### config.mk
export PLATFORM = sky130hd
export DESIGN_NAME = period_meter
export DESIGN_NICKNAME = d
export VERILOG_FILES = /design/src/rtl/period_meter.sv
export SDC_FILE = /design/constraint.sdc
export NUM_CORES = 1
export LEC_CHECK = 0
export ABC_CLOCK_PERIOD_IN_PS = 7800
export BUFFER_PORTS_ARGS = -buffer_cell sky130_fd_sc_hd__buf_2
export CORE_MARGIN = 5
export CORE_UTILIZATION = 23
export CTS_CLUSTER_SIZE = 8
export DETAILED_ROUTE_END_ITERATION = 7
export GPL_TIMING_DRIVEN = 0
export PLACE_DENSITY_LB_ADDON = 0.05
export SYNTH_ARGS = -nofsm -noshare
export SYNTH_HDL_FRONTEND = slang
export SYNTH_SLANG_ARGS = --single-unit
### constraint.sdc
create_clock -name clk_in -period 7.8 [get_ports clk_in]
set_input_delay 1.17 -clock clk_in [delete_from_list [all_inputs] [get_ports clk_in]]
set_output_delay 1.17 -clock clk_in [all_outputs]
set_load 0.005 [all_outputs]
### src/rtl/period_meter.sv
// Measures period and high time of a slow asynchronous square wave in clk_in cycles.
// Reports once per input period with a one-cycle valid, and sets a sticky flag on stall.
module period_meter #(
  parameter int CNT_W   = 27,
  parameter int TIMEOUT = 100_000_000
) (
  input  logic             clk_in,
  input  logic             rst,
  input  logic             sig_in,
  output logic [CNT_W-1:0] period,
  output logic [CNT_W-1:0] high_time,
  output logic             valid,
  output logic             timeout,
  output logic             measuring
);

  typedef enum logic {IDLE = 1'b0, MEASURE = 1'b1} state_t;

  localparam logic [CNT_W-1:0] LIMIT = CNT_W'(TIMEOUT - 1);
  localparam logic [CNT_W-1:0] ONE   = CNT_W'(1);

  state_t           state_reg, state_next;
  logic [2:0]       sync_reg;
  logic [CNT_W-1:0] cnt_reg, cnt_next;
  logic [CNT_W-1:0] hcnt_reg, hcnt_next;
  logic [CNT_W-1:0] period_reg, period_next;
  logic [CNT_W-1:0] high_reg, high_next;
  logic             valid_reg, valid_next;
  logic             timeout_reg, timeout_next;

  logic s2, s3, rise, at_limit;

  // Only sync_reg[0] may go metastable; everything downstream uses s2/s3.
  always_ff @(posedge clk_in or posedge rst) begin
    if (rst) sync_reg <= 3'b000;
    else     sync_reg <= {sync_reg[1:0], sig_in};
  end

  assign s2       = sync_reg[1];
  assign s3       = sync_reg[2];
  assign rise     = s2 & ~s3;
  assign at_limit = (cnt_reg == LIMIT);

  always_ff @(posedge clk_in or posedge rst) begin
    if (rst) state_reg <= IDLE;
    else     state_reg <= state_next;
  end

  // A rise coinciding with the last allowed count is still a measurement.
  always_comb begin
    state_next = state_reg;
    case (state_reg)
      IDLE:    if (rise) state_next = MEASURE;
      MEASURE: if (!rise && at_limit) state_next = IDLE;
      default: state_next = IDLE;
    endcase
  end

  always_comb begin
    measuring = (state_reg == MEASURE);
  end

  always_comb begin
    cnt_next     = cnt_reg;
    hcnt_next    = hcnt_reg;
    period_next  = period_reg;
    high_next    = high_reg;
    valid_next   = 1'b0;
    timeout_next = timeout_reg;
    case (state_reg)
      IDLE: begin
        cnt_next  = '0;
        hcnt_next = rise ? ONE : '0;
      end
      MEASURE: begin
        if (rise) begin
          period_next  = cnt_reg + ONE;
          high_next    = hcnt_reg;
          valid_next   = 1'b1;
          timeout_next = 1'b0;
          cnt_next     = '0;
          hcnt_next    = ONE;
        end else if (at_limit) begin
          timeout_next = 1'b1;
          cnt_next     = '0;
          hcnt_next    = '0;
        end else begin
          cnt_next  = cnt_reg + ONE;
          hcnt_next = hcnt_reg + {{(CNT_W-1){1'b0}}, s2};
        end
      end
      default: begin
        cnt_next  = '0;
        hcnt_next = '0;
      end
    endcase
  end

  always_ff @(posedge clk_in or posedge rst) begin
    if (rst) begin
      cnt_reg     <= '0;
      hcnt_reg    <= '0;
      period_reg  <= '0;
      high_reg    <= '0;
      valid_reg   <= 1'b0;
      timeout_reg <= 1'b0;
    end else begin
      cnt_reg     <= cnt_next;
      hcnt_reg    <= hcnt_next;
      period_reg  <= period_next;
      high_reg    <= high_next;
      valid_reg   <= valid_next;
      timeout_reg <= timeout_next;
    end
  end

  assign period    = period_reg;
  assign high_time = high_reg;
  assign valid     = valid_reg;
  assign timeout   = timeout_reg;

endmodule

* Yosys cells after proc, flatten, opt, wreduce, memory -nomap -nowiden
Index checks and enable logic that the tools add are counted.
W data, S select, Z words.
** Storage, ports and cells
- Output and inout port bits :: 57
- RAM bits :: 0
- Logic and storage cells :: 32
- Bits in read-only memories :: 0
- Memories :: 0
- Bits in latches :: 0
- Register bits :: 114
- Bits of input ports :: 3
** Operators by class
- $lt $le $gt $ge :: 0
- Add/sub/neg operators :: 2
- Eq/ne operators :: 1
- Multipliers :: 0
- Div/mod/pow operators :: 0
- Reduce and logical (&&, ||, !) cells :: 5
- Muxes and demuxes :: 13
- Bitwise logic cells :: 3
- Shifts and indexed selects :: 0
** Operators by type and width (count)
- $mux W27 :: 4
- $pmux W27 S2 :: 2
- $add A27 B1 Y27 :: 1
- $add A27 B1 Y27 const B :: 1
- $eq A27 B27 Y1 const B :: 1
- $mux W1 :: 6
- $reduce_and A2 Y1 :: 2
- $not A1 Y1 :: 2
- $pmux W1 S2 :: 1
- $reduce_bool A2 Y1 :: 1
- $and A1 B1 Y1 :: 1
- $logic_and A1 B1 Y1 :: 1
- $logic_not A1 Y1 :: 1

* Depth between registers and ports, before layout
Gate-level depths: netlist of the first run.
- Word-level depth :: 6
- Mapped depth :: 8
- Depth with buffers taken out :: 6

* Least setup slack after synthesis of the first run
OpenSTA, ideal clock, no wires.
- Path kind :: reg-to-reg
- From :: register cnt_reg[0]
- To :: register cnt_reg[22]
- Data required time :: 7.712 ns
- Stages on the path, launching flop included :: 6
- Path buffers :: 0
- Arrival :: 2.027 ns
- Setup time :: 0.088 ns
- Setup slack :: 5.685 ns
- Cells stage by stage :: dfrtp_1 > ha_1 > nand3_2 > or4_4 > or4_4 > a211oi_2
** On the way
- Cells in the longest elaborated chain, start to end :: 4
- Elaborated cells between the ends (all ways) :: 5
- Those cells by class :: 1 x add/sub; 1 x eq/ne; 3 x mux
** Ends and longest elaborated chain
- from (decl) :: RTL line 24 : logic [CNT_W-1:0] cnt_reg, cnt_next;
- from (signal assigned) :: RTL line 108 : cnt_reg <= cnt_next;
- $add A27 B1 Y27 or $eq A27 B27 Y1 (tied branches) :: RTL line 88, 42
- $mux W27 * :: RTL line 83 : end else if (at_limit) begin
- $mux W27 * :: RTL line 76 : if (rise) begin
- $pmux W27 S2 * :: RTL line 70 : case (state_reg)
- via cnt_next[22] :: RTL line 24
The timed path passes the listed nets; every way through them passes the cells marked *.
A chain may end at the register's enable or synchronous reset.

* Final worst setup path of the first run
- From :: register sync_reg[1]
- To :: register high_reg[10], in the netlist high_time[10]
** On the way
- Cells in the longest elaborated chain, start to end :: 2
** Ends and longest elaborated chain
- from (decl) :: RTL line 23 : logic [2:0] sync_reg;
- from (signal assigned) :: RTL line 36 : else sync_reg <= {sync_reg[1:0], sig_in};
- $and A1 B1 Y1 :: RTL line 41 : assign rise = s2 & ~s3;
- $reduce_and A2 Y1 (no source line)
- to (signal assigned) :: RTL line 111 : high_reg <= high_next;
- to (decl) :: RTL line 27 : logic [CNT_W-1:0] high_reg, high_next;
Every way passes these cells.

==> impl_metrics.yaml, run 1 <==
run_status:
  status: "finished, final reports clean"
logic_synthesis:
  synth_area_mm2: 0.00511
  synthArstFlopShare_pct: 100
  syn_inst: 497
  ys_seq_elements: 114
  synth_top_area_share_pct: 55.8
  ys_warn_count: 0
  ys_types: 39
  synth_edf_count: 0
  synth_top_flop_cell: "dfrtp_1"
  syn_nets: 503
  ys_top_cells_by_area: "dfrtp_1 56%, nand2_1 7.6%, o21ai_0 3.5%"
  synth_sequential_area_ratio_pct: 55.8
  syn_avg_cell_area_um2: 10.3
  yosysTopAreaCell: "dfrtp_1"
power:
  p_per_area_mw_per_mm2: 252
  net-switching-power_w: 0.000390
  sequentialPowerShare_pct: 41.5
  p_clk_share_pct: 50.9
  ir_drop_uv: 101
  p_int_w: 0.00122
  power.switching_fraction_pct: 24.2
  comb_power_share_pct: 7.6
  leakagePower_nw: 2.83
timing:
  slew-limit-headroom_pct: 48.8
  min_period_ps: 2680
  setup_viol: 0
  fin_crit_sh_pct: 34.3
  finalHoldViolations: 0
  clock.fmax_mhz: 374
  finClkSkew_ps: 9.37
  finalMaxSlewViolations: 0
  rsz0062_at_grt: "no"
  max_slew.worst_pin.slew_ps: 769
  tns_ps: 0
drt:
  avgRoutedWirePerCell_um: 17.3
  viasPerCell: 4.61
  drt_iter0_markers: 135
  dr_total_vias: 4008
  first_pass_iters: 6
  ant_nets: 0
  wirelength_um: 15000
  drc: 0
global_routing:
  use_met1_pct: 16.6
  grt_most_used_layer: "met2"
  grt_max_degree: 88
  grt_usage_pct: 12.5
  grt_antenna_before_repair: 0
  grt_pass1_vias: 4344
  grt_util_met2_pct: 20.0
  grt_use_met3_pct: 2.93
  grt-ovfl-total: 0
  grt_first_pass_wirelength_um: 25100
setup_path:
  worstSetupPathType: "reg -> reg"
  critPathLaunchType: "flop"
  arrival_ps: 3030
  r2r_cells: 8
  crit_chain: "nor2b_1 > clkbuf_1 > nand2_1 > inv_1 > clkbuf_1 > clkbuf_1 > nand2_1 > nand2_1"
  crit_path_end_kind: "flop"
  cp_slowest_stage_delay_ps: 510
  r2r-start: "sync_reg[1]$_DFF_PP0_"
  reg2reg_setup_slack_ps: 5120
  r2r_end: "high_time[10]$_DFFE_PP0P_"
  crit_path_top_delay_cell: "clkbuf_1"
  cp_max_fo: 10
  crit_required_ps: 8150
floorplan:
  core_mm2: 0.0218
  ios: 60
  die_y_um: 159
  die_area_mm2: 0.0253
  fp-row-count: 54
  dieWidth_um: 159
  start_util_pct: 23.4
cts:
  path_clk_slew_ps: 60
  htreeDepth: 4
  cts.sinks: 114
  clockBufferDepth: 2
  holdBufCountCts: 0
  cts_tree: "built"
  cts.repair.resized: 0
  cts_buffers: 17
  clkLatencyLatePin_ps: 420
  post_cts_buffers: 0
  root_buffer: "clkbuf_16"
cells_and_area:
  drive_gt1_share_pct: 22.6
  areaGrowthSynthToFinish_pct: 25.2
  fin_util_pct: 29.3
  diodes: 0
  nets: 582
worst_hold_path:
  min_to: "sync_reg[1]$_DFF_PP0_"
  hold_path_depth: 0
  hold_start: "sync_reg[0]$_DFF_PP0_"
  min_path_type: "reg -> reg"
placed_design:
  hpwl_um: 10200
  gp_congestion: 0.746
  io_buffers: 59
flow_run:
  drv_cap: 0
==> area by class of cell <==
type                       count  area (µm²)
timing repair buffer          60         323
buffer                        27         131
tap                          280         350
clock inverter                12         163
multi-input combinational    345        2090
sequential                   114        2850
clock buffer                  20         447
inverter                      11        46.3
fill                        2316       15400
==> power by group through the flow <==
stage	clock, W	combinational, W	sequential (W)
2_1_floorplan	0	0.0000687	0.000674
3_3_place_gp	0	0.000126	0.000679
3_5_place_dp	0	0.000127	0.000680
4_1_cts	0.000843	0.000129	0.000669
5_1_grt	0.000869	0.000143	0.000674
6_report	0.000820	0.000122	0.000667
==> synthesized netlist by cell type (8+ instances only) <==
cell type and n:
a211oi_2 14, clkbuf_1 18, nand2_1 104, inv_1 11, or3_1 14, o21ai_0 36, nand4_1 8, nand3_1 16
o31ai_1 9, nor2_1 20, a31oi_1 13, dfrtp_1 114, a211oi_1 12, nor3_1 31, or4_4 8, xnor2_1 19
==> stage by stage <==
| stage | area, µm² | setup slack, ps | hold WS, ps | total power [W] | std cells |
|---|---|---|---|---|---|
| 3_3_place_gp | 5760 | 1780 | 367 | 0.000805 | 836 |
| 6_report | 6400 | 5120 | 379 | 0.00161 | 869 |
| 3_5_place_dp | 5790 | 5000 | 369 | 0.000807 | 837 |
| 2_1_floorplan | 5110 | 3610 | 331 | 0.000742 | 497 |
| 4_1_cts | 6400 | 4980 | 382 | 0.00164 | 869 |
| 5_1_grt | 6400 | 4670 | 394 | 0.00169 | 869 |
==> cell usage in the layout (no fill, tap or decap), drive strengths merged, types with 2 or more instances in the layout <==
cell type,n
a211oi,26
a31oi,13
and3,3
and4,3
buf,69
bufinv,4
clkbuf,38
clkinv,7
dfrtp,114
ha,3
inv,11
nand2,104
nand3,18
nand4,9
nor2,20
nor3,31
nor3b,2
nor4,3
o21ai,36
o31ai,9
o41ai,2
or3,17
or4,14
xnor2,19
xor2,5
==> critical path: cells and delay by family, from the launching register on <==
family	cells	cell delay, ps
buffers and inverters	4	1550
AND/OR/NAND/NOR	4	710
flip-flops	1	360
==> cell families after synthesis <==
logic type                 count (synthesis)  share of synthesized area, %
DFF                                      114                          55.8
AOI/OAI and AO/OA                         87                          12.7
and+or+nand+nor                          231                          23.3
buffers and inverters                     38                          3.38
adders and majority gates                  3                         0.734
xor gates and xnor gates                  24                          4.11
==> routing by layer <==
| layer | vias to the layer above | part of all wire, % |
|---|---|---|
| li1 | 1940 | - |
| met1 | 1991 | 48 |
| met2 | 64 | 48 |
| met3 | 13 | 2.6 |
| met4 | 0 | 1.1 |
| met5 | - | 0 |
==> worst max path at each step <==
stage | startpoint | end | slack (ps) | cells past startpoint
4_1_cts | sync_reg[1]$_DFF_PP0_ | high_time[10]$_DFFE_PP0P_ | 4980 | 8
6_report | sync_reg[1]$_DFF_PP0_ | high_time[10]$_DFFE_PP0P_ | 5120 | 8
3_5_place_dp | sync_reg[1]$_DFF_PP0_ | high_time[10]$_DFFE_PP0P_ | 5000 | 8
5_1_grt | sync_reg[1]$_DFF_PP0_ | high_time[10]$_DFFE_PP0P_ | 4670 | 8
3_3_place_gp | rst | high_time[1]$_DFFE_PP0P_ | 1780 | 2
2_1_floorplan | rst | cnt_reg[0]$_DFF_PP0_ | 3610 | 1
(Power assumes the default switching activity.)
==> run 2, diff against run 1 <==
--- a/config.mk
+++ b/config.mk
@@ -5,7 +5,7 @@
 export SDC_FILE = /design/constraint.sdc
 export NUM_CORES = 1
 export LEC_CHECK = 0
-export ABC_CLOCK_PERIOD_IN_PS = 7800
+export ABC_CLOCK_PERIOD_IN_PS = 2300
 export BUFFER_PORTS_ARGS = -buffer_cell sky130_fd_sc_hd__buf_2
 export CORE_MARGIN = 5
 export CORE_UTILIZATION = 23
==> constraint.sdc (replaced) <==
create_clock -name clk_in -period 2.3 [get_ports clk_in]
set_input_delay 0.345 -clock clk_in [delete_from_list [all_inputs] [get_ports clk_in]]
set_output_delay 0.345 -clock clk_in [all_outputs]
set_load 0.005 [all_outputs]
==> run 2 against run 1 <==
  * Die area is the same
  * Sequential power grew to 3.4 times the previous value
  * Final cell count grew 0.92%
  * Clock-buffer cell count grew 2
  * Cell area grew 4.2%
  * Largest power group unchanged
  * Critical path type unchanged
  * Non-clock buffer count grew 8
  * Fmax grew 20%
==> impl_metrics.yaml, run 2 (synthesis gave the netlist of run 1 again) <==
floorplan:
  fp-row-count: 54
  die_y_um: 159
  dieWidth_um: 159
  start_util_pct: 23.4
  die_area_mm2: 0.0253
  ios: 60
  core_mm2: 0.0218
global_routing:
  grt_first_pass_wirelength_um: 24600
  grt-ovfl-total: 0
  grt_pass1_vias: 4288
  grt_usage_pct: 12.4
  grt_max_degree: 38
  grt_antenna_before_repair: 0
cts:
  cts_buffers: 17
  cts.sinks: 114
  root_buffer: "clkbuf_16"
  cts_tree: "built"
  htreeDepth: 4
  clkLatencyLatePin_ps: 420
  clockBufferDepth: 2
  path_clk_slew_ps: 60
cells_and_area:
  nets: 590
  multi_input_area_mm2: 0.00217
  seqCellArea_mm2: 0.00285
  layoutNonFillerInstCount: 877
  fillers: 2315
  layout_common_cells: "113 x dfrtp_1, 104 x nand2_1, 62 x buf_2, 36 x o21ai_0, 31 x nor3_1"
  diodes: 0
  drive_gt1_share_pct: 26.8
  layout_commonest_cell: "dfrtp_1"
  areaGrowthSynthToFinish_pct: 30.4
  fin_util_pct: 30.5
drt:
  dr_total_vias: 4044
  wirelength_um: 15300
  drt_iter0_markers: 161
  avgRoutedWirePerCell_um: 17.5
  first_pass_iters: 4
  ant_nets: 0
  drc: 0
  viasPerCell: 4.61
timing:
  tns_ps: 0
  finClkSkew_ps: 12.8
  finalHoldViolations: 0
  max_slew.worst_pin.slew_ps: 799
  rsz0062_at_grt: "yes"
  min_period_ps: 2230
  setup_viol: 0
  clock.fmax_mhz: 448
  slew-limit-headroom_pct: 46.7
  finalMaxSlewViolations: 0
  fin_crit_sh_pct: 97.1
setup_path:
  critPathLaunchType: "flop"
  crit_path_top_delay_cell: "or4_4"
  cp_max_fo: 10
  crit_chain: "ha_4 > nand4_1 > or4_4 > buf_6 > or3_1 > a211oi_2"
  cp-startpoint: "sync_reg[1]$_DFF_PP0_"
  r2r-start: "sync_reg[1]$_DFF_PP0_"
  worstSetupPathType: "reg -> reg"
  crit_required_ps: 2630
  crit_path_end_kind: "flop"
  arrival_ps: 2560
  cp_slowest_stage_delay_ps: 590
flow_run:
  drv_cap: 0
placed_design:
  place_inst: 839
  gp_congestion: 0.733
  hpwl_um: 10500
  io_buffers: 59
power:
  ir_drop_uv: 430
  p_per_area_mw_per_mm2: 881
  leakagePower_nw: 2.94
worst_hold_path:
  hold_start: "sig_in"
  min_path_type: "in -> reg"
run_status:
  status: "finished, final reports clean"
run 2: cell count changes in the layout (fill, tap and decap cells not counted), sizes merged:
cell,previous run,this run
buf,69,75
clkbuf,38,41
bufinv,4,6
dlygate4sd3,0,1
clkinv,7,4
inv,11,10
run 2: timing repair:
action                                 CTS  global route
gates resized for setup                 10            18
endpoints found under the hold margin   21             0
hold buffers                             1             0
setup buffers                            2             3
setup endpoints to repair               72            44
pin swaps                                1             6
run 2: routing by layer:
layer,GRT usage (%),routed length (µm)
met1,15.7,7100
met5,0,0
met4,4.65,229
met3,2.95,400
met2,20.5,7580
run 2: worst max-delay path: cells and delay by family, from the launching register on:
| kind | cells | cell delay, ps |
|---|---|---|
| AO/OA/AOI/OAI | 1 | 220 |
| adder cells (fa/ha/maj) | 1 | 180 |
| buffers and inverters | 1 | 170 |
| flip-flops | 1 | 400 |
| AND/OR/NAND/NOR | 3 | 1170 |
run 2: final timing paths:
| kind | end | slack (ps) | depth (start not counted) |
|---|---|---|---|
| hold reg to reg | sync_reg[1]$_DFF_PP0_ | 350 | 0 |
| setup reg to reg | hcnt_reg[19]$_DFF_PP0_ | 70 | 6 |
| max in group asynchronous | cnt_reg[0]$_DFF_PP0_ | 920 | 5 |
| setup / recovery | hcnt_reg[19]$_DFF_PP0_ | 70 | 6 |
| min in group asynchronous | period[7]$_DFFE_PP0P_ | 540 | 3 |
| hold / removal | sync_reg[0]$_DFF_PP0_ | 30 | 1 |
run 2: area by class of cell:
type                            count  share of cell area [%]
Sequential cell                   114                    42.8
Multi-Input combinational cell    345                    32.5
Clock buffer                       22                    7.42
Timing Repair Buffer               68                    6.04
Tap cell                          280                    5.26
Clock inverter                     10                    3.00
Buffer                             27                    2.25
Inverter                           11                   0.676
run 2: metrics by stage:
step	instance area, µm²	hold slack (ps)	setup slack, ps	power, W
floorplan	5110	331	185	0.00252
global placement	5760	359	-459	0.00273
detailed placement	5820	336	-506	0.00275
CTS	6570	21.4	0.0848	0.00596
global route	6670	24.8	-72.2	0.00614
finish	6670	34.5	67.6	0.00587
run 2: report_power, final:
part	internal, W	leakage (nW)	total [W]	switching (W)
clock network	0.00217	0.346	0.00314	0.000970
registers	0.00214	1.53	0.00228	0.000133
logic	0.000197	1.06	0.000458	0.000262
total	0.00451	2.94	0.00587	0.00136
